$ cat config.mk
export PLATFORM = sky130hd
export DESIGN_NAME = cv32e40p_x_dispatcher
export DESIGN_NICKNAME = d
export VERILOG_FILES = /design/src/rtl/cv32e40p_x_if_pkg.sv /design/src/rtl/cv32e40p_fifo.sv /design/src/rtl/cv32e40p_x_dispatcher.sv
export SDC_FILE = /design/constraint.sdc
export NUM_CORES = 1
export LEC_CHECK = 0
export ABC_CLOCK_PERIOD_IN_PS = 2800
export CORE_AREA = 2 2 154 156
export DETAILED_ROUTE_END_ITERATION = 10
export DIE_AREA = 0 0 156 158
export GPL_TIMING_DRIVEN = 0
export RECOVER_POWER = 50
export SLEW_MARGIN = 10
export SYNTH_ARGS = -nofsm -noshare
export SYNTH_HDL_FRONTEND = slang
export SYNTH_SLANG_ARGS = --single-unit
export TNS_END_PERCENT = 20
$ cat constraint.sdc
create_clock -name clk_i -period 2.8 [get_ports clk_i]
set_input_delay 0.42 -clock clk_i [delete_from_list [all_inputs] [get_ports clk_i]]
set_output_delay 0.42 -clock clk_i [all_outputs]
set_load 0.03 [all_outputs]
$ cat src/rtl/cv32e40p_x_if_pkg.sv
// ============================================================================
// Module      : cv32e40p_x_if_pkg
// Description : Shared types for the cv32e40p X-interface dispatcher.
//               x_disp_idx_t : coprocessor index as held in the outstanding
//                              queue (sized for the default coprocessor count)
//               x_result_t   : one result beat {rd, data, error}
//               x_disp_idx_w : index width for a given coprocessor count,
//                              max(1, clog2(n))
// Revision    : 1.0 - initial release
// ============================================================================
`default_nettype none

package cv32e40p_x_if_pkg;

  localparam int unsigned X_DISP_NUM_COPROC = 2;

  // A single coprocessor still needs a 1-bit index so the queue has a width.
  function automatic int unsigned x_disp_idx_w(input int unsigned n);
    return (n <= 1) ? 1 : $clog2(n);
  endfunction

  localparam int unsigned X_DISP_IDX_W = x_disp_idx_w(X_DISP_NUM_COPROC);

  typedef logic [X_DISP_IDX_W-1:0] x_disp_idx_t;

  typedef struct packed {
    logic [4:0]  rd;
    logic [31:0] data;
    logic        error;
  } x_result_t;

endpackage

`default_nettype wire

$ cat src/rtl/cv32e40p_fifo.sv
// ============================================================================
// Module      : cv32e40p_fifo
// Description : Synchronous FIFO with an occupancy counter of
//               clog2(DEPTH)+1 bits. A push while full and a pop while empty
//               are ignored. Pointers wrap modulo DEPTH.
// Ports       : clk_i, rst_ni (synchronous, active low)
//               push_i / data_i      write side
//               pop_i  / data_o      read side (data_o shows the head)
//               empty_o / full_o     status
// Revision    : 1.0 - initial release
// ============================================================================
`default_nettype none

module cv32e40p_fifo #(
  parameter int unsigned DEPTH      = 4,
  parameter int unsigned DATA_WIDTH = 1
) (
  input  logic                  clk_i,
  input  logic                  rst_ni,
  input  logic                  push_i,
  input  logic                  pop_i,
  input  logic [DATA_WIDTH-1:0] data_i,
  output logic [DATA_WIDTH-1:0] data_o,
  output logic                  empty_o,
  output logic                  full_o
);

  localparam int unsigned C_PTR_W = (DEPTH <= 1) ? 1 : $clog2(DEPTH);
  localparam int unsigned C_CNT_W = $clog2(DEPTH) + 1;
  localparam logic [C_PTR_W-1:0] C_PTR_LAST = C_PTR_W'(DEPTH - 1);
  localparam logic [C_CNT_W-1:0] C_CNT_FULL = C_CNT_W'(DEPTH);

  logic [DATA_WIDTH-1:0] r_mem [DEPTH];
  logic [C_PTR_W-1:0]    r_wr_ptr;
  logic [C_PTR_W-1:0]    r_rd_ptr;
  logic [C_CNT_W-1:0]    r_cnt;
  logic                  w_push;
  logic                  w_pop;

  assign empty_o = (r_cnt == '0);
  assign full_o  = (r_cnt == C_CNT_FULL);
  assign w_push  = push_i & ~full_o;
  assign w_pop   = pop_i & ~empty_o;
  assign data_o  = r_mem[r_rd_ptr];

  always_ff @(posedge clk_i) begin : p_ctrl
    if (!rst_ni) begin
      r_wr_ptr <= '0;
      r_rd_ptr <= '0;
      r_cnt    <= '0;
    end else begin
      if (w_push) begin
        r_wr_ptr <= (r_wr_ptr == C_PTR_LAST) ? '0 : r_wr_ptr + C_PTR_W'(1);
      end
      if (w_pop) begin
        r_rd_ptr <= (r_rd_ptr == C_PTR_LAST) ? '0 : r_rd_ptr + C_PTR_W'(1);
      end
      case ({w_push, w_pop})
        2'b10:   r_cnt <= r_cnt + C_CNT_W'(1);
        2'b01:   r_cnt <= r_cnt - C_CNT_W'(1);
        default: r_cnt <= r_cnt;
      endcase
    end
  end

  // Storage carries no reset: an entry is only read after it was written.
  always_ff @(posedge clk_i) begin : p_mem
    if (w_push) begin
      r_mem[r_wr_ptr] <= data_i;
    end
  end

endmodule

`default_nettype wire

$ cat src/rtl/cv32e40p_x_dispatcher.sv
// ============================================================================
// Module      : cv32e40p_x_dispatcher
// Description : X-interface dispatcher between the cv32e40p core and
//               NUM_COPROC coprocessors. Every offload is broadcast to all
//               coprocessors; the lowest-index acceptor wins. Writeback
//               instructions log the winner index in an in-order queue and
//               results go back to the core strictly in issue order.
// Ports       : core side   x_valid_i/x_ready_o, x_instr_data_i, x_rs_i,
//                           x_rs_valid_i, x_accept_o, x_writeback_o,
//                           x_is_mem_op_o, x_rvalid_o/x_rready_i, x_rd_o,
//                           x_data_o, x_error_o
//               coproc side x_cp_* (one bit/lane per coprocessor, request
//                           payload broadcast)
//               status      multi_accept_o (sticky until reset)
// Option      : CV32E40P_X_DISP_TIMEOUT_EN enables a head-of-queue timeout
//               producing a synthetic error response and drain counters that
//               swallow late results. Undefined: the head waits forever.
// Revision    : 1.0 - initial release
// ============================================================================
`default_nettype none

module cv32e40p_x_dispatcher
  import cv32e40p_x_if_pkg::*;
#(
  parameter int unsigned NUM_COPROC     = 2,
  parameter int unsigned DEPTH          = 4,
  parameter int unsigned TIMEOUT_CYCLES = 256
) (
  input  logic                        clk_i,
  input  logic                        rst_ni,
  input  logic                        x_valid_i,
  output logic                        x_ready_o,
  input  logic [31:0]                 x_instr_data_i,
  input  logic [2:0][31:0]            x_rs_i,
  input  logic [2:0]                  x_rs_valid_i,
  output logic                        x_accept_o,
  output logic                        x_writeback_o,
  output logic                        x_is_mem_op_o,
  output logic                        x_rvalid_o,
  input  logic                        x_rready_i,
  output logic [4:0]                  x_rd_o,
  output logic [31:0]                 x_data_o,
  output logic                        x_error_o,
  output logic [NUM_COPROC-1:0]       x_cp_valid_o,
  input  logic [NUM_COPROC-1:0]       x_cp_ready_i,
  output logic [31:0]                 x_cp_instr_data_o,
  output logic [2:0][31:0]            x_cp_rs_o,
  output logic [2:0]                  x_cp_rs_valid_o,
  input  logic [NUM_COPROC-1:0]       x_cp_accept_i,
  input  logic [NUM_COPROC-1:0]       x_cp_writeback_i,
  input  logic [NUM_COPROC-1:0]       x_cp_is_mem_op_i,
  input  logic [NUM_COPROC-1:0]       x_cp_rvalid_i,
  output logic [NUM_COPROC-1:0]       x_cp_rready_o,
  input  logic [NUM_COPROC-1:0][4:0]  x_cp_rd_i,
  input  logic [NUM_COPROC-1:0][31:0] x_cp_data_i,
  input  logic [NUM_COPROC-1:0]       x_cp_error_i,
  output logic                        multi_accept_o
);

  localparam int unsigned C_IDX_W = x_disp_idx_w(NUM_COPROC);

  logic               w_full;
  logic               w_empty;
  logic               w_hs;
  logic               w_push;
  logic               w_pop;
  logic               w_multi;
  logic [C_IDX_W-1:0] w_winner;
  logic [C_IDX_W-1:0] w_head;
  logic               w_win_wb;
  logic               w_win_mem;
  logic               w_head_rvalid;
  x_result_t          w_head_res;
  x_result_t          w_res;
  logic               r_multi_accept;

  // Degenerate configurations leave an empty, clearly named scope behind.
  if (NUM_COPROC < 1 || DEPTH < 1 || TIMEOUT_CYCLES < 1) begin : g_bad_param
  end

  // ---------------------------------------------------------------- request
  assign x_cp_instr_data_o = x_instr_data_i;
  assign x_cp_rs_o         = x_rs_i;
  assign x_cp_rs_valid_o   = x_rs_valid_i;

  // Full blocks new requests even when the head pops in the same cycle, so
  // the ready path never depends on the response path.
  assign x_cp_valid_o = {NUM_COPROC{x_valid_i & ~w_full}};
  assign x_ready_o    = ~w_full & (&x_cp_ready_i);
  assign w_hs         = x_valid_i & x_ready_o;

  // Descending scan so the lowest accepting index is the one left standing.
  always_comb begin : p_accept_prio
    w_winner  = '0;
    w_win_wb  = 1'b0;
    w_win_mem = 1'b0;
    for (int i = NUM_COPROC - 1; i >= 0; i--) begin
      if (x_cp_accept_i[i]) begin
        w_winner  = C_IDX_W'(i);
        w_win_wb  = x_cp_writeback_i[i];
        w_win_mem = x_cp_is_mem_op_i[i];
      end
    end
  end

  assign x_accept_o    = |x_cp_accept_i;
  assign x_writeback_o = w_win_wb;
  assign x_is_mem_op_o = w_win_mem;

  // x & (x-1) clears the lowest set bit; anything left means a second acceptor.
  assign w_multi = |(x_cp_accept_i & (x_cp_accept_i - NUM_COPROC'(1)));
  assign w_push  = w_hs & x_accept_o & w_win_wb;

  always_ff @(posedge clk_i) begin : p_multi
    if (!rst_ni) begin
      r_multi_accept <= 1'b0;
    end else if (w_hs && w_multi) begin
      r_multi_accept <= 1'b1;
    end
  end

  assign multi_accept_o = r_multi_accept;

  // ----------------------------------------------------------- issue order
  cv32e40p_fifo #(
    .DEPTH      (DEPTH),
    .DATA_WIDTH (C_IDX_W)
  ) u_idx_fifo (
    .clk_i   (clk_i),
    .rst_ni  (rst_ni),
    .push_i  (w_push),
    .pop_i   (w_pop),
    .data_i  (w_winner),
    .data_o  (w_head),
    .empty_o (w_empty),
    .full_o  (w_full)
  );

  // --------------------------------------------------------------- response
  always_comb begin : p_head_mux
    w_head_rvalid = 1'b0;
    w_head_res    = '0;
    for (int i = 0; i < NUM_COPROC; i++) begin
      if (w_head == C_IDX_W'(i)) begin
        w_head_rvalid = x_cp_rvalid_i[i];
        w_head_res    = '{rd: x_cp_rd_i[i], data: x_cp_data_i[i], error: x_cp_error_i[i]};
      end
    end
  end

`ifdef CV32E40P_X_DISP_TIMEOUT_EN
  localparam int unsigned        C_TMR_W   = (TIMEOUT_CYCLES <= 1) ? 1 : $clog2(TIMEOUT_CYCLES);
  localparam int unsigned        C_DRN_W   = $clog2(DEPTH) + 1;
  localparam logic [C_TMR_W-1:0] C_TMR_MAX = C_TMR_W'(TIMEOUT_CYCLES - 1);
  localparam logic [C_DRN_W-1:0] C_DRN_MAX = C_DRN_W'(DEPTH);

  logic [C_TMR_W-1:0]                  r_timer;
  logic [NUM_COPROC-1:0][C_DRN_W-1:0]  r_drain;
  logic [C_DRN_W-1:0]                  w_head_drain;
  logic [NUM_COPROC-1:0]               w_drain_inc;
  logic [NUM_COPROC-1:0]               w_drain_dec;
  logic                                w_fwd;
  logic                                w_real_rsp;
  logic                                w_timeout;

  always_comb begin : p_head_drain
    w_head_drain = '0;
    for (int i = 0; i < NUM_COPROC; i++) begin
      if (w_head == C_IDX_W'(i)) begin
        w_head_drain = r_drain[i];
      end
    end
  end

  // A head whose coprocessor still owes abandoned results is never forwarded:
  // the next beat from it belongs to an earlier, already timed-out request.
  assign w_fwd      = ~w_empty & (w_head_drain == '0);
  assign w_real_rsp = w_fwd & w_head_rvalid;
  assign w_timeout  = ~w_empty & ~w_real_rsp & (r_timer == C_TMR_MAX);
  assign x_rvalid_o = w_real_rsp | w_timeout;
  assign w_pop      = x_rvalid_o & x_rready_i;

  always_comb begin : p_rsp
    w_res         = '0;
    x_cp_rready_o = '0;
    if (w_timeout) begin
      w_res = '{rd: 5'd0, data: 32'd0, error: 1'b1};
    end else if (w_fwd) begin
      w_res = w_head_res;
    end
    for (int i = 0; i < NUM_COPROC; i++) begin
      if (r_drain[i] != '0) begin
        x_cp_rready_o[i] = 1'b1;
      end else if (w_fwd && (w_head == C_IDX_W'(i))) begin
        x_cp_rready_o[i] = x_rready_i;
      end
    end
  end

  always_comb begin : p_drain_ctl
    w_drain_inc = '0;
    w_drain_dec = '0;
    for (int i = 0; i < NUM_COPROC; i++) begin
      w_drain_inc[i] = w_timeout & x_rready_i & (w_head == C_IDX_W'(i));
      w_drain_dec[i] = (r_drain[i] != '0) & x_cp_rvalid_i[i];
    end
  end

  always_ff @(posedge clk_i) begin : p_timer
    if (!rst_ni) begin
      r_timer <= '0;
    end else if (w_empty || w_pop) begin
      r_timer <= '0;
    end else if (r_timer != C_TMR_MAX) begin
      r_timer <= r_timer + C_TMR_W'(1);
    end
  end

  always_ff @(posedge clk_i) begin : p_drain
    if (!rst_ni) begin
      r_drain <= '0;
    end else begin
      for (int i = 0; i < NUM_COPROC; i++) begin
        case ({w_drain_inc[i], w_drain_dec[i]})
          2'b10: begin
            if (r_drain[i] != C_DRN_MAX) begin
              r_drain[i] <= r_drain[i] + C_DRN_W'(1);
            end
          end
          2'b01:   r_drain[i] <= r_drain[i] - C_DRN_W'(1);
          default: r_drain[i] <= r_drain[i];
        endcase
      end
    end
  end
`else
  assign x_rvalid_o = ~w_empty & w_head_rvalid;
  assign w_pop      = x_rvalid_o & x_rready_i;

  // Only the head coprocessor sees rready; all others stall until their turn.
  always_comb begin : p_rsp
    w_res         = '0;
    x_cp_rready_o = '0;
    if (!w_empty) begin
      w_res = w_head_res;
    end
    for (int i = 0; i < NUM_COPROC; i++) begin
      if (!w_empty && (w_head == C_IDX_W'(i))) begin
        x_cp_rready_o[i] = x_rready_i;
      end
    end
  end
`endif

  assign x_rd_o    = w_res.rd;
  assign x_data_o  = w_res.data;
  assign x_error_o = w_res.error;

endmodule

`default_nettype wire

==> out/qor.csv, run 1 <==
stage,metric,value,unit
floorplanning,die area,24600,um^2
cells_and_area,area of the multi-input gates,918,um^2
clock_network,total CTS buffers,3,
floorplanning,die height,158,um
critical_path,Setup Crit Path Kind,reg -> out,
yosys,syn_nets,560,
critical_path,Worst Path Required,2.38,ns
floorplanning,Ports,400,
sta,setup tns final,0,ns
global_routing,first-pass GRT wire length,15500,um
sta,Slew @ Worst Pin,0.609,ns
sta,Fin. Hold Viols,0,
cells_and_area,synthesis-to-finish area growth,136,%
cells_and_area,Filler cells,2535,
global_routing,met1 Use GR,10.1,%
yosys,Mean Syn Cell Area,6.92,um^2
clock_network,hold buffers post-CTS,0,
detailed_routing,total wire length,11900,um
detailed_routing,Avg WL per Cell,13.3,um
cells_and_area,"most common cell after layout, fill and taps aside",clkdlybuf4s50_1,
run,max cap viols,0,
sta,Hold WS,0.491,ns
sta,Worst slew margin,59.3,%
yosys,distinct cell type count after synthesis,29,
power_and_ir_drop,LEAKAGE,2.43,nW
global_routing,met2 usage,15.3,%
floorplanning,Core ar.,23100,um^2
critical_path,worst path bufs/invs,3,
detailed_routing,drt first pass iters,4,
clock_network,clock sink count,14,
sta,clock skew,0.00110,ns
power_and_ir_drop,Tot Pwr,1.31,mW
critical_path,WP depth,6,
cells_and_area,share of layout cells above drive strength 1,25.0,%
power_and_ir_drop,Power Density,241,nW/um^2
global_routing,GRT Residual Overflow,0,
cells_and_area,most used cells in the layout excluding fill and tap cells,"clkdlybuf4s50_1, buf_4, dlygate4sd3_1, nand2_1, a21oi_1",
clock_network,clock latency on the worst-skew pair,0.24,ns
cells_and_area,diodes inserted,0,
yosys,"Seq/Total Area, Yosys",13.9,%
yosys,number of synthesized flops with an enable pin,4,
global_routing,largest net degree at the start of global routing,11,
global_routing,gr busiest metal,met2,
placed_design,IO Port Bufs,267,
yosys,Cells after Synth,332,
critical_path,worst reg2reg path depth,8,
critical_path,Top delay family on crit path,buffers and inverters,
cells_and_area,layout net count,833,
floorplanning,Initial Util,9.97,%
detailed_routing,vias per cell,3.26,
global_routing,vias in the first global route,2787,
clock_network,Clock Tree Root,clkbuf_16,
critical_path,"critical path fanouts, max",10,
sta,Tcrit/Tclk final,96.5,%
detailed_routing,antenna-violating nets left,0,
placed_design,GP Congestion,0.715,
critical_path,Critical-path top delay cell,mux4_2,
global_routing,GRT Overall Usage,8.09,%
sta,final max-slew violation count,0,
placed_design,hpwl dp,10300,um
clock_network,clk slew on worst S/H paths,0.05,ns
detailed_routing,Via Count,2918,
critical_path,crit path DAT,2.28,ns
outcome,outcome,"finished, final reports clean",
clock_network,CTS tree,done,
global_routing,number of antenna violations at the first check in global routing,0,
sta,fmax,0.370,GHz
sta,unrepaired setup endpoints after global routing,true,
floorplanning,DIE WIDTH,156,um
clock_network,htree depth,1,
detailed_routing,DRC,0,
hold_path,Hold Path Class,reg -> reg,
power_and_ir_drop,peak supply drop,0.000163,V
yosys,asr flop ratio synth,0,%
critical_path,Worst setup SP type,flip-flop,
critical_path,CP Capture Type,output port,
clock_network,worst-case clock buffer depth,2,
yosys,yosys warns,0,
yosys,"Cell Area, Synth",2300,um^2
sta,setup violators final,0,
critical_path,crit-path max cell delay,0.57,ns
sta,min Tclk post-route,2.70,ns
cells_and_area,sequential standard cell area,320,um^2
detailed_routing,DR iter-0 viols,103,
floorplanning,cell row count,56,
critical_path,CP Cell Sequence,mux4_2 -> buf_4 -> buf_2 -> nand2_1 -> a21oi_1 -> dlygate4sd2_1,
yosys,commonest register cell after synthesis,dfxtp_1,
global_routing,met3 Use GR,1.23,%
yosys,"flops & latches, synth",14,
hold_path,Hold Crit Depth,2,
-- logic make-up (layout without fill, tap and decap cells) --
logic type | Yosys count | in the layout | share of synthesized area, %
XOR/XNOR | 2 | 2 | 0.762
AO/OA/AOI/OAI | 43 | 43 | 10.8
buffers and inverters | 149 | 421 | 46.1
multiplexers | 10 | 10 | 4.95
AND/OR/NAND/NOR | 107 | 107 | 19.3
flip-flops | 14 | 14 | 13.9
adder cells (fa/ha/maj) | 7 | 7 | 4.14
-- layout make-up --
class	instances	area share [%]
buffer	145	19.5
clock buffer	3	1.38
clock inverter	1	0.0692
inverter	4	0.277
multi-input combinational	169	16.9
sequential	14	5.90
tap	290	6.69
timing repair buffer	268	49.3
-- stage by stage --
stage / setup slack (ns) / util (%) / std cells / instance area (um^2)
CTS: -0.0174 / 23.5 / 893 / 5410
detailed placement: -0.396 / 23.1 / 889 / 5330
floorplan: 0.361 / - / 332 / 2300
global route: -0.0781 / 23.5 / 894 / 5430
global placement: -0.401 / 23.1 / 889 / 5330
finish: 0.0975 / 23.5 / 894 / 5430
-- metal layers --
metal | vias up | wire length (um)
met3 | 5 | 938
met2 | 166 | 6240
met5 | - | 0
met4 | 0 | 30
li1 | 1463 | -
met1 | 1284 | 4710
-- path summary, 6_finish.rpt --
path	startpoint	endpoint	slack (ns)
worst max-delay path	u_idx_fifo.r_mem[2]$_DFFE_PP_	x_data_o[18]	0.1
worst min-delay path	u_idx_fifo.r_rd_ptr[1]$_SDFFE_PN0N_	flip-flop	0.49
worst max register to register	u_idx_fifo.r_mem[2]$_DFFE_PP_	u_idx_fifo.r_cnt[2]$_SDFFE_PN0P_	0.18
worst min register to register	u_idx_fifo.r_rd_ptr[1]$_SDFFE_PN0N_	flip-flop	0.49
-- repair_timing --
action	CTS	global route
hold endpoints to repair	0	0
buffers inserted	0	1
gates resized for setup	21	9
endpoints found under the setup margin	40	9
pin swaps	1	1
-- report_power, final --
part           switching (mW)  internal (mW)  leakage [nW]
combinational           0.404          0.420          2.28
clock                  0.0838          0.189        0.0385
sequential            0.00280          0.211         0.117
-- worst reg2reg max path, cell delays in order (launching register included) --
cell and delay [ns]:
edfxtp_1 0.39, mux4_2 0.57, mux2i_1 0.24, nor2_1 0.13, ha_1 0.23, fa_1 0.38, xnor2_1 0.15, or3_1 0.30
a21boi_0 0.15
-- Yosys cell counts, drive strengths merged, types with 2 or more instances --
master | n | area [um^2]
buf | 136 | 1010
nor2b | 4 | 25.0
edfxtp | 4 | 120
mux2i | 8 | 80.1
a21oi | 38 | 190
nor2 | 8 | 30.0
nand2 | 83 | 312
xnor2 | 2 | 17.5
and2 | 5 | 31.3
inv | 4 | 15.0
ha | 6 | 75.1
clkbuf | 9 | 33.8
dfxtp | 10 | 200
(Power assumes the default switching activity.)
==> run 2: changes to the inputs <==
Settings changed: CAP_MARGIN set to 10.
==> results of run 2 <==
No change in the layout: final DEF, timing and power equal those of run 1.
